## src/rtl/instr_seq_pkg.sv

```systemverilog
// instr_seq_pkg: shared state encoding and constants for the instruction issue sequencer
package instr_seq_pkg;
  typedef enum logic [2:0] {S_IDLE, S_FILL, S_RD, S_HOLD, S_DONE} state_t;
  localparam int INSTR_TERM = 0;
  localparam int STALL_W = 16;
endpackage

```

## src/rtl/instr_valid_tracker.sv

```systemverilog
// instr_valid_tracker: BS-bit valid vector with set, clear, clear-all and per-index read
// Ports: clear_all wipes every bit; set_en/set_idx marks an entry filled;
// clr_en/clr_idx marks an entry consumed; rd_idx/rd_val reads one bit combinationally.
module instr_valid_tracker #(
  parameter int BS = 16,
  localparam int IDX_W = $clog2(BS)
) (
  input  logic             clk,
  input  logic             rst,
  input  logic             clear_all,
  input  logic             set_en,
  input  logic [IDX_W-1:0] set_idx,
  input  logic             clr_en,
  input  logic [IDX_W-1:0] clr_idx,
  input  logic [IDX_W-1:0] rd_idx,
  output logic             rd_val
);
  logic [BS-1:0] v;
  always_ff @(posedge clk or posedge rst) begin
    if (rst) v <= '0;
    else if (clear_all) v <= '0;
    else begin
      if (set_en) v[set_idx] <= 1'b1;
      if (clr_en) v[clr_idx] <= 1'b0;
    end
  end
  assign rd_val = v[rd_idx];
endmodule

```

## src/rtl/instr_issue_sequencer.sv

```systemverilog
// instr_issue_sequencer: fills buffer entries from fetch in order, then issues them in mapping-table order
// Ports: go starts a program; fetch_* is the fetch stream (0 terminates the program);
// buf_* drives the instruction buffer (buf_rdata sampled on leaving RD); map_addr/map_idx query
// the mapping table; issue_* is the valid/ready issue port; map_err is sticky; done pulses at the end.
// Optional: define ISSUE_STALL_CNT_EN to add stall_cnt, a saturating count of stalled issue cycles.
module instr_issue_sequencer
  import instr_seq_pkg::*;
#(
  parameter int INSTR_W = 32,
  parameter int BS = 16,
  localparam int IDX_W = $clog2(BS)
) (
  input  logic               clk,
  input  logic               rst,
  input  logic               go,
  input  logic [INSTR_W-1:0] fetch_instr,
  input  logic               fetch_valid,
  output logic               fetch_ready,
  output logic               buf_we,
  output logic [IDX_W-1:0]   buf_index,
  output logic [INSTR_W-1:0] buf_wdata,
  input  logic [INSTR_W-1:0] buf_rdata,
  output logic [IDX_W-1:0]   map_addr,
  input  logic [IDX_W-1:0]   map_idx,
  output logic               issue_valid,
  input  logic               issue_ready,
  output logic [INSTR_W-1:0] issue_instr,
  output logic               map_err,
`ifdef ISSUE_STALL_CNT_EN
  output logic [STALL_W-1:0] stall_cnt,
`endif
  output logic               done
);
  localparam logic [IDX_W:0] CNT_ONE = (IDX_W+1)'(1);
  localparam logic [IDX_W:0] CNT_LAST = (IDX_W+1)'(BS - 1);
  state_t state, state_nxt;
  logic [IDX_W:0] fill_cnt, iss_ptr;
  logic term, wr, is_term, in_range, vld_hit, rd_ok, rd_bad, hs, last, batch_end, go_acc, restart;
  always_comb begin
    go_acc = state == S_IDLE && go;
    wr = state == S_FILL && fetch_valid && fetch_instr != INSTR_W'(INSTR_TERM);
    is_term = state == S_FILL && fetch_valid && fetch_instr == INSTR_W'(INSTR_TERM);
    in_range = {1'b0, map_idx} < fill_cnt;
    rd_ok = state == S_RD && in_range && vld_hit;
    rd_bad = state == S_RD && !(in_range && vld_hit);
    hs = issue_valid && issue_ready;
    last = iss_ptr + CNT_ONE == fill_cnt;
    // a skipped final slot completes the batch just like a handshake on it
    batch_end = (hs || rd_bad) && last;
    restart = batch_end && !term;
    state_nxt = state;
    case (state)
      S_IDLE: state_nxt = go ? S_FILL : S_IDLE;
      S_FILL: state_nxt = is_term ? (fill_cnt == '0 ? S_DONE : S_RD) : (wr && fill_cnt == CNT_LAST) ? S_RD : S_FILL;
      S_RD: state_nxt = rd_ok ? S_HOLD : batch_end ? (term ? S_DONE : S_FILL) : S_RD;
      S_HOLD: state_nxt = !hs ? S_HOLD : last ? (term ? S_DONE : S_FILL) : S_RD;
      S_DONE: state_nxt = S_IDLE;
      default: state_nxt = S_IDLE;
    endcase
  end
  always_ff @(posedge clk or posedge rst) begin
    if (rst) begin
      state <= S_IDLE;
      fill_cnt <= '0;
      iss_ptr <= '0;
      term <= 1'b0;
      map_err <= 1'b0;
      issue_valid <= 1'b0;
      issue_instr <= '0;
    end else begin
      state <= state_nxt;
      if (go_acc) begin
        fill_cnt <= '0;
        iss_ptr <= '0;
        map_err <= 1'b0;
      end
      if (wr) fill_cnt <= fill_cnt + CNT_ONE;
      if (is_term) term <= 1'b1;
      if (state == S_DONE) term <= 1'b0;
      if (rd_bad) begin
        map_err <= 1'b1;
        iss_ptr <= iss_ptr + CNT_ONE;
      end
      // the buffer read addressed during RD is captured as the RD->HOLD edge
      if (rd_ok) begin
        issue_instr <= buf_rdata;
        issue_valid <= 1'b1;
      end
      if (hs) begin
        issue_valid <= 1'b0;
        iss_ptr <= iss_ptr + CNT_ONE;
      end
      if (restart) begin
        fill_cnt <= '0;
        iss_ptr <= '0;
      end
    end
  end
  instr_valid_tracker #(.BS(BS)) u_vld (
    .clk(clk),
    .rst(rst),
    .clear_all(go_acc || restart),
    .set_en(wr),
    .set_idx(fill_cnt[IDX_W-1:0]),
    .clr_en(rd_ok),
    .clr_idx(map_idx),
    .rd_idx(map_idx),
    .rd_val(vld_hit)
  );
`ifdef ISSUE_STALL_CNT_EN
  always_ff @(posedge clk or posedge rst) begin
    if (rst) stall_cnt <= '0;
    else if (go_acc) stall_cnt <= '0;
    else if (issue_valid && !issue_ready && stall_cnt != '1) stall_cnt <= stall_cnt + 1'b1;
  end
`endif
  assign fetch_ready = state == S_FILL;
  assign buf_we = wr;
  assign buf_index = state == S_RD ? map_idx : fill_cnt[IDX_W-1:0];
  assign buf_wdata = fetch_instr;
  assign map_addr = iss_ptr[IDX_W-1:0];
  assign done = state == S_DONE;
endmodule
```

## config.mk

```make
export PLATFORM = sky130hd
export DESIGN_NAME = instr_issue_sequencer
export DESIGN_NICKNAME = d
export VERILOG_FILES = /design/src/rtl/instr_seq_pkg.sv /design/src/rtl/instr_valid_tracker.sv /design/src/rtl/instr_issue_sequencer.sv
export SDC_FILE = /design/constraint.sdc
export NUM_CORES = 1
export LEC_CHECK = 0
export CORE_MARGIN = 2
export CORE_UTILIZATION = 40
export DETAILED_ROUTE_END_ITERATION = 7
export GPL_TIMING_DRIVEN = 0
export PLACE_DENSITY = 0.79
export SLEW_MARGIN = 30
export SYNTH_ARGS = -nofsm -noshare
export SYNTH_HDL_FRONTEND = slang
export SYNTH_SLANG_ARGS = --single-unit
```

## constraint.sdc

```tcl
create_clock -name clk -period 2.2 [get_ports clk]
set_clock_uncertainty 0.15 [all_clocks]
set_input_delay 0.22 -clock clk [delete_from_list [all_inputs] [get_ports clk]]
set_output_delay 0.22 -clock clk [all_outputs]
set_load 0.02 [all_outputs]
```

# Yosys cells after proc, flatten, opt, wreduce, memory -nomap -nowiden
# Cells that the tools add are included.
dict set report op_classes {
  n_eq_ne 6
  mux 33
  bitwise_logic 3
  reduce_logical 27
  order_cmp 5
  addsub 2
}
# cell count
set ops {}
lappend ops {{$mux W16} 4}
lappend ops {{$logic_not A32 Y1} 1}
lappend ops {{$reduce_bool A32 Y1} 1}
lappend ops {{$mux W5} 6}
lappend ops {{$mux W3} 7}
lappend ops {{$and A16 B16 Y16} 1}
lappend ops {{$not A16 Y16} 1}
lappend ops {{$or A16 B16 Y16} 1}
lappend ops {{$logic_and A1 B1 Y1} 14}
lappend ops {{$pmux W3 S4} 1}
lappend ops {{$add A5 B1 Y5 const B} 2}
lappend ops {{$lt A4 B5 Y1 const B} 2}
lappend ops {{$mux W1} 10}
lappend ops {{$demux W1 S4} 2}
lappend ops {{$ge A4 B1 Y1 const B} 2}
lappend ops {{$eq A3 B2 Y1 const B} 2}
lappend ops {{$reduce_bool A2 Y1} 3}
lappend ops {{$eq A5 B4 Y1 const B} 1}
lappend ops {{$eq A5 B5 Y1} 1}
lappend ops {{$logic_not A5 Y1} 1}
lappend ops {{$lt A4 B5 Y1} 1}
lappend ops {{$bmux W1 S4} 1}
lappend ops {{$mux W4} 1}
lappend ops {{$reduce_bool A4 Y1} 1}
lappend ops {{other kinds (7)} 9}
dict set report word_totals {
  reg_bits 64
  word_cells 84
  in_bits 73
}

# Depth between registers and ports, before layout
dict set report depth {
  ltp_word 13
  ltp_mapped 11
  depth_no_buf 8
}

# Hierarchy
# Synthesis repeated with hierarchy kept, for this count alone.
dict set report unflattened {
  cells_unflattened 331
  hier_area_um2 3548.4
}
# module seq_area_each_um2 area_per_inst_um2 n_inst cells_per_inst
set by_module_without_submodules {}
lappend by_module_without_submodules {instr_issue_sequencer 1201.2 2675.1 1 253}
lappend by_module_without_submodules {instr_valid_tracker 400.4 873.3 1 78}

# Worst setup path before layout
# Ideal clock, no wire load.
dict set report synth_path {
  kind {register to register}
  from {register state[2]}
  to {register fill_cnt[2]}
  arrival_ns 2.154
  stages_incl_launch_ff 8
  slack_ns -0.198
  period_less_slack_ns 2.398
  setup_ns 0.094
  path_cell_list {dfrtp_1 -> nor3b_1 -> nand2_1 -> o21ba_2 -> buf_2 -> buf_2 -> a21oi_1 -> a211oi_1}
}
dict set report synth_via {
  elab_cells_between_ends 13
  cone_classes {eq/ne: 2; mux: 2; reduce/logical: 9}
}
# item line_no
set synth_lines {}
lappend synth_lines {{start: declaration} instr_issue_sequencer.sv:36} ;# state_t state, state_nxt;
lappend synth_lines {{start signal: assignment} instr_issue_sequencer.sv:71} ;# state <= state_nxt;
lappend synth_lines {{$eq A3 B1 Y1 *} -}
lappend synth_lines {{via fetch_ready} instr_issue_sequencer.sv:18} ;# output logic fetch_ready,
lappend synth_lines {{$logic_and A1 B1 Y1 * (2 in series)} instr_issue_sequencer.sv:41} ;# wr = state == S_FILL && fetch_valid && fetch_instr != INSTR_W'(INSTR_TERM);
lappend synth_lines {{via buf_we} instr_issue_sequencer.sv:19} ;# output logic buf_we,
lappend synth_lines {{$mux W5} instr_issue_sequencer.sv:77} ;# if (wr) fill_cnt <= fill_cnt + CNT_ONE;
lappend synth_lines {{$mux W5} instr_issue_sequencer.sv:93} ;# if (restart) begin
lappend synth_lines {{end signal: assignment} instr_issue_sequencer.sv:77}
lappend synth_lines {{end: declaration} instr_issue_sequencer.sv:37} ;# logic [IDX_W:0] fill_cnt, iss_ptr;
# The timed path passes the listed nets; every way through them passes the cells marked *.
# A chain may end at the register's enable or synchronous reset.

# Worst setup path after layout
dict set report layout_path {
  from {register iss_ptr[3]}
  to {register u_vld.v[2]}
}
dict set report layout_via {
  elab_chain_cells 6
}
# item line_no
set layout_rtl {}
lappend layout_rtl {{start: declaration} instr_issue_sequencer.sv:37}
lappend layout_rtl {{start signal: assignment} instr_issue_sequencer.sv:82} ;# iss_ptr <= iss_ptr + CNT_ONE;
lappend layout_rtl {{start signal: assignment} instr_issue_sequencer.sv:91} ;# iss_ptr <= iss_ptr + CNT_ONE;
lappend layout_rtl {{$add A5 B1 Y5} instr_issue_sequencer.sv:47} ;# last = iss_ptr + CNT_ONE == fill_cnt;
lappend layout_rtl {{$eq A5 B5 Y1} instr_issue_sequencer.sv:47}
lappend layout_rtl {{$logic_and A1 B1 Y1} instr_issue_sequencer.sv:49} ;# batch_end = (hs || rd_bad) && last;
lappend layout_rtl {{$logic_and A1 B1 Y1} instr_issue_sequencer.sv:50} ;# restart = batch_end && !term;
lappend layout_rtl {{$logic_or A1 B1 Y1} instr_issue_sequencer.sv:102} ;# .clear_all(go_acc || restart),
lappend layout_rtl {{$mux W16} instr_valid_tracker.sv:21} ;# else if (clear_all) v <= '0;
lappend layout_rtl {{end signal: assignment} instr_valid_tracker.sv:20} ;# if (rst) v <= '0;
lappend layout_rtl {{end signal: assignment} instr_valid_tracker.sv:21}
lappend layout_rtl {{end signal: indexed assignment} instr_valid_tracker.sv:23} ;# if (set_en) v[set_idx] <= 1'b1;
lappend layout_rtl {{end: declaration} instr_valid_tracker.sv:18} ;# logic [BS-1:0] v;
# Every way passes these cells.

==> impl_metrics.csv <==
group,metric,value,unit
outcome,outcome,"finished, violations left",
outcome,failed_checks,"setup timing",
cells_and_area,antenna_cells,0,
synthesis,syn-num-nets,429,
timing,finalSetupViolations,60,
pwr,p_comb_frac,0.565,
pwr,p_per_area,946,nW/um^2
cells_and_area,fin_util,0.698,
synthesis,synth.largest_area_cell,"dfrtp_1",
pwr,p_sw,2390,uW
clocking,htreeDepth,3,
clocking,clk_path_buf_depth,2,
synthesis,synthCells,347,
pwr,seqPwrFrac,0.291,
global_routing,track_usage,0.229,
worst_setup_path,crit_path_max_fanout,7,
synthesis,synth_seq_cells,64,
global_routing,grt_pass1_wl,18200,um
die,dieArea,10200,sq um
pwr,switching_share,0.395,
clocking,cts_hold_buf,0,
timing,layout_setup_ws,-0.226,ns
timing,fin_crit,2.43,ns
worst_setup_path,path_class,"flop to flop",
drt,wl_per_cell,18.4,um
synthesis,ys_seq_area_frac,0.427,
timing,rsz0062_at_grt,"true",
timing,finalCritPeriodShare,1.10,
synthesis,async_reset_ff_frac,1.00,
drt,drt_iter0_drc,213,
drt,postRouteAntennaNets,0,
min_path,hold_class,"input pin to asynchronous set/reset pin",
drt,drc,0,
synthesis,ys_warn_count,0,
pwr,p_leak,0.00284,uW
drt,vias,3665,
pwr,ir_worst_vdd,0.000514,V
cells_and_area,areaGrowthSynthToFinish,70.5,%
timing,worst_slew_margin_rel,0.577,
pwr,p_int,3650,uW
clocking,clock_sinks,64,
clocking,root_buffer,"clkbuf_8",
pwr,pwr-share-clk,0.144,
synthesis,ys.flop_type,"dfrtp_1",
cells_and_area,multiInputGateArea,2090,sq um
worst_setup_path,arrival,2.49,ns
clocking,tritoncts,"built",
synthesis,synth.area.top_cells,"dfrtp_1, mux2_4, buf_4",
synthesis,synth.avg_cell_area,10.8,sq um
drt,first_pass_iters,4,
worst_setup_path,start_kind,"flop",
global_routing,antenna_found_initial,0,
timing,final_hold_viol_count,0,
synthesis,yosys-top-cells-count,"dfrtp_1, buf_4, mux2_4",
timing,fmax,0.412,GHz
timing,final-max-slew-violation-count,0,
placement,portBuffers,149,
job,maxCapViolCount,0,
synthesis,synth_top_area_share,0.427,
worst_setup_path,endpoint_kind,"flop",
die,die_w,101,um
drt,avgViaCountPerCell,5.49,
clocking,numCtsBuffers,9,
die,die_y,101,um
clocking,clk_latency,0.35,ns
synthesis,synth_enable_flop_cells,0,
timing,worstMarginPinSlew,0.633,ns
cells_and_area,drive_gt1_frac,0.410,
worst_setup_path,required,2.26,ns
placement,dp_hpwl,7740,um
die,core,9150,sq um
synthesis,yosysMostFrequentCell,"dfrtp_1",
global_routing,grt_max_degree,35,
die,row_count,35,
die,io_pins,150,
synthesis,synth_area,3750,sq um
die,start_util,0.410,
global_routing,grt-ovfl-total,0,
timing,fin_hold_ws,0.0591,ns
cells_and_area,fill_cells,632,
placement,gp_congestion,0.881,
drt,wl,12300,um
clocking,cts.clk_slew.worst_paths,0.08,ns
cells_and_area,fin_nets,634,
synthesis,synth_cell_types,53,
global_routing,grt_pass1_vias,3582,
cells_and_area,regArea,1610,sq um
final cells by class:
class	count	share of cell area
Timing Repair Buffer	197	0.301
Sequential cell	64	0.252
Clock inverter	6	0.00587
Multi-Input combinational cell	221	0.328
Buffer	48	0.0646
Inverter	11	0.00763
Clock buffer	9	0.0194
Tap cell	111	0.0217
critical path: stages (launching register included):
cell and delay (ns):
dfrtp_1 0.55, nand3_1 0.21, nor3_1 0.23, a31oi_2 0.09, or4_4 0.55, o21ai_4 0.28, buf_6 0.19, a211oi_2 0.04
per-stage QoR:
stage                     total power [uW]  std cells  setup slack [ns]  TNS [ns]  cell area, sq um
final                                 6050        667            -0.226     -9.28              6390
after global routing                  6370        667            -0.271    -12.47              6390
after CTS                             5620        650            -0.158     -5.55              6130
after detailed placement              4250        608            -0.845    -47.51              5460
after global placement                4190        607            -0.906   -105.19              5440
after floorplan                       3300        347           -0.0920     -2.57              3810
worst paths after layout:
check                                             from  slack [ns]                          end  depth (start not counted)
max reg2reg                     iss_ptr[3]$_DFFE_PP0P_       -0.23         u_vld.v[2]$_DFF_PP0_                          7
min                                                rst        0.06   issue_instr[3]$_DFFE_PP0N_                          2
max                             iss_ptr[3]$_DFFE_PP0P_       -0.23         u_vld.v[2]$_DFF_PP0_                          7
max in group asynchronous                          rst        1.29      fill_cnt[1]$_DFFE_PP0P_                          3
min reg2reg                issue_instr[10]$_DFFE_PP0N_        0.36  issue_instr[10]$_DFFE_PP0N_                          1
min in group clk                          buf_rdata[5]        0.32   issue_instr[5]$_DFFE_PP0N_                          2
power groups by stage:
stage / Clock [uW] / Combinational, uW / Sequential (uW)
after global routing: 940 / 3630 / 1800
after floorplan: 0 / 1440 / 1860
after CTS: 874 / 3010 / 1740
after global placement: 0 / 2430 / 1760
after detailed placement: 0 / 2480 / 1770
final: 871 / 3410 / 1760
metal layers:
metal	part of all wire	track usage	up-vias
met4	0.032	0.0854	0
met3	0.069	0.0465	39
met2	0.51	0.390	196
met1	0.39	0.286	1789
li1	-	-	1641
met5	0	0	-
kinds of logic after synthesis:
group	after synthesis	share of synthesized area
adder cells (fa/ha/maj)	9	0.0300
AO/OA/AOI/OAI	68	0.126
AND/OR/NAND/NOR	100	0.140
XOR/XNOR	5	0.0117
buffers and inverters	62	0.112
multiplexers	39	0.154
flip-flops	64	0.427
repair_timing:
item | in CTS | in global routing
setup endpoints to repair | 65 | 67
buffers inserted | 26 | 19
cloned | 3 | 0
gates resized for setup | 99 | 43
pin swaps | 11 | 13
sequential cells by signal, summed over array words and instances (netlist names):
signal,count
state,3
issue_valid,1
iss_ptr,5
map_err,1
term,1
issue_instr,32
fill_cnt,5
u_vld.v,16
cell usage in the layout, fill, tap and decap left out, types with 4 or more instances in the layout:
| cell type | synthesis | layout |
|---|---|---|
| nor4_1 | 10 | 7 |
| a21oi_1 | 8 | 5 |
| nor2_1 | 22 | 19 |
| a211oi_2 | 0 | 10 |
| buf_4 | 36 | 73 |
| inv_1 | 11 | 7 |
| buf_12 | 0 | 5 |
| dlygate4sd2_1 | 0 | 4 |
| nor3_2 | 0 | 6 |
| dfrtp_1 | 64 | 58 |
| dfrtp_2 | 0 | 6 |
| nor3_1 | 15 | 7 |
| clkdlybuf4s50_1 | 0 | 138 |
| a31oi_1 | 17 | 16 |
| nand3_1 | 7 | 7 |
| clkbuf_8 | 0 | 9 |
| a21o_1 | 4 | 4 |
| ha_1 | 9 | 5 |
| mux2_4 | 28 | 32 |
| buf_6 | 3 | 14 |
| nand2_1 | 15 | 13 |
| o21ai_2 | 1 | 5 |
(Power assumes the default switching activity.)
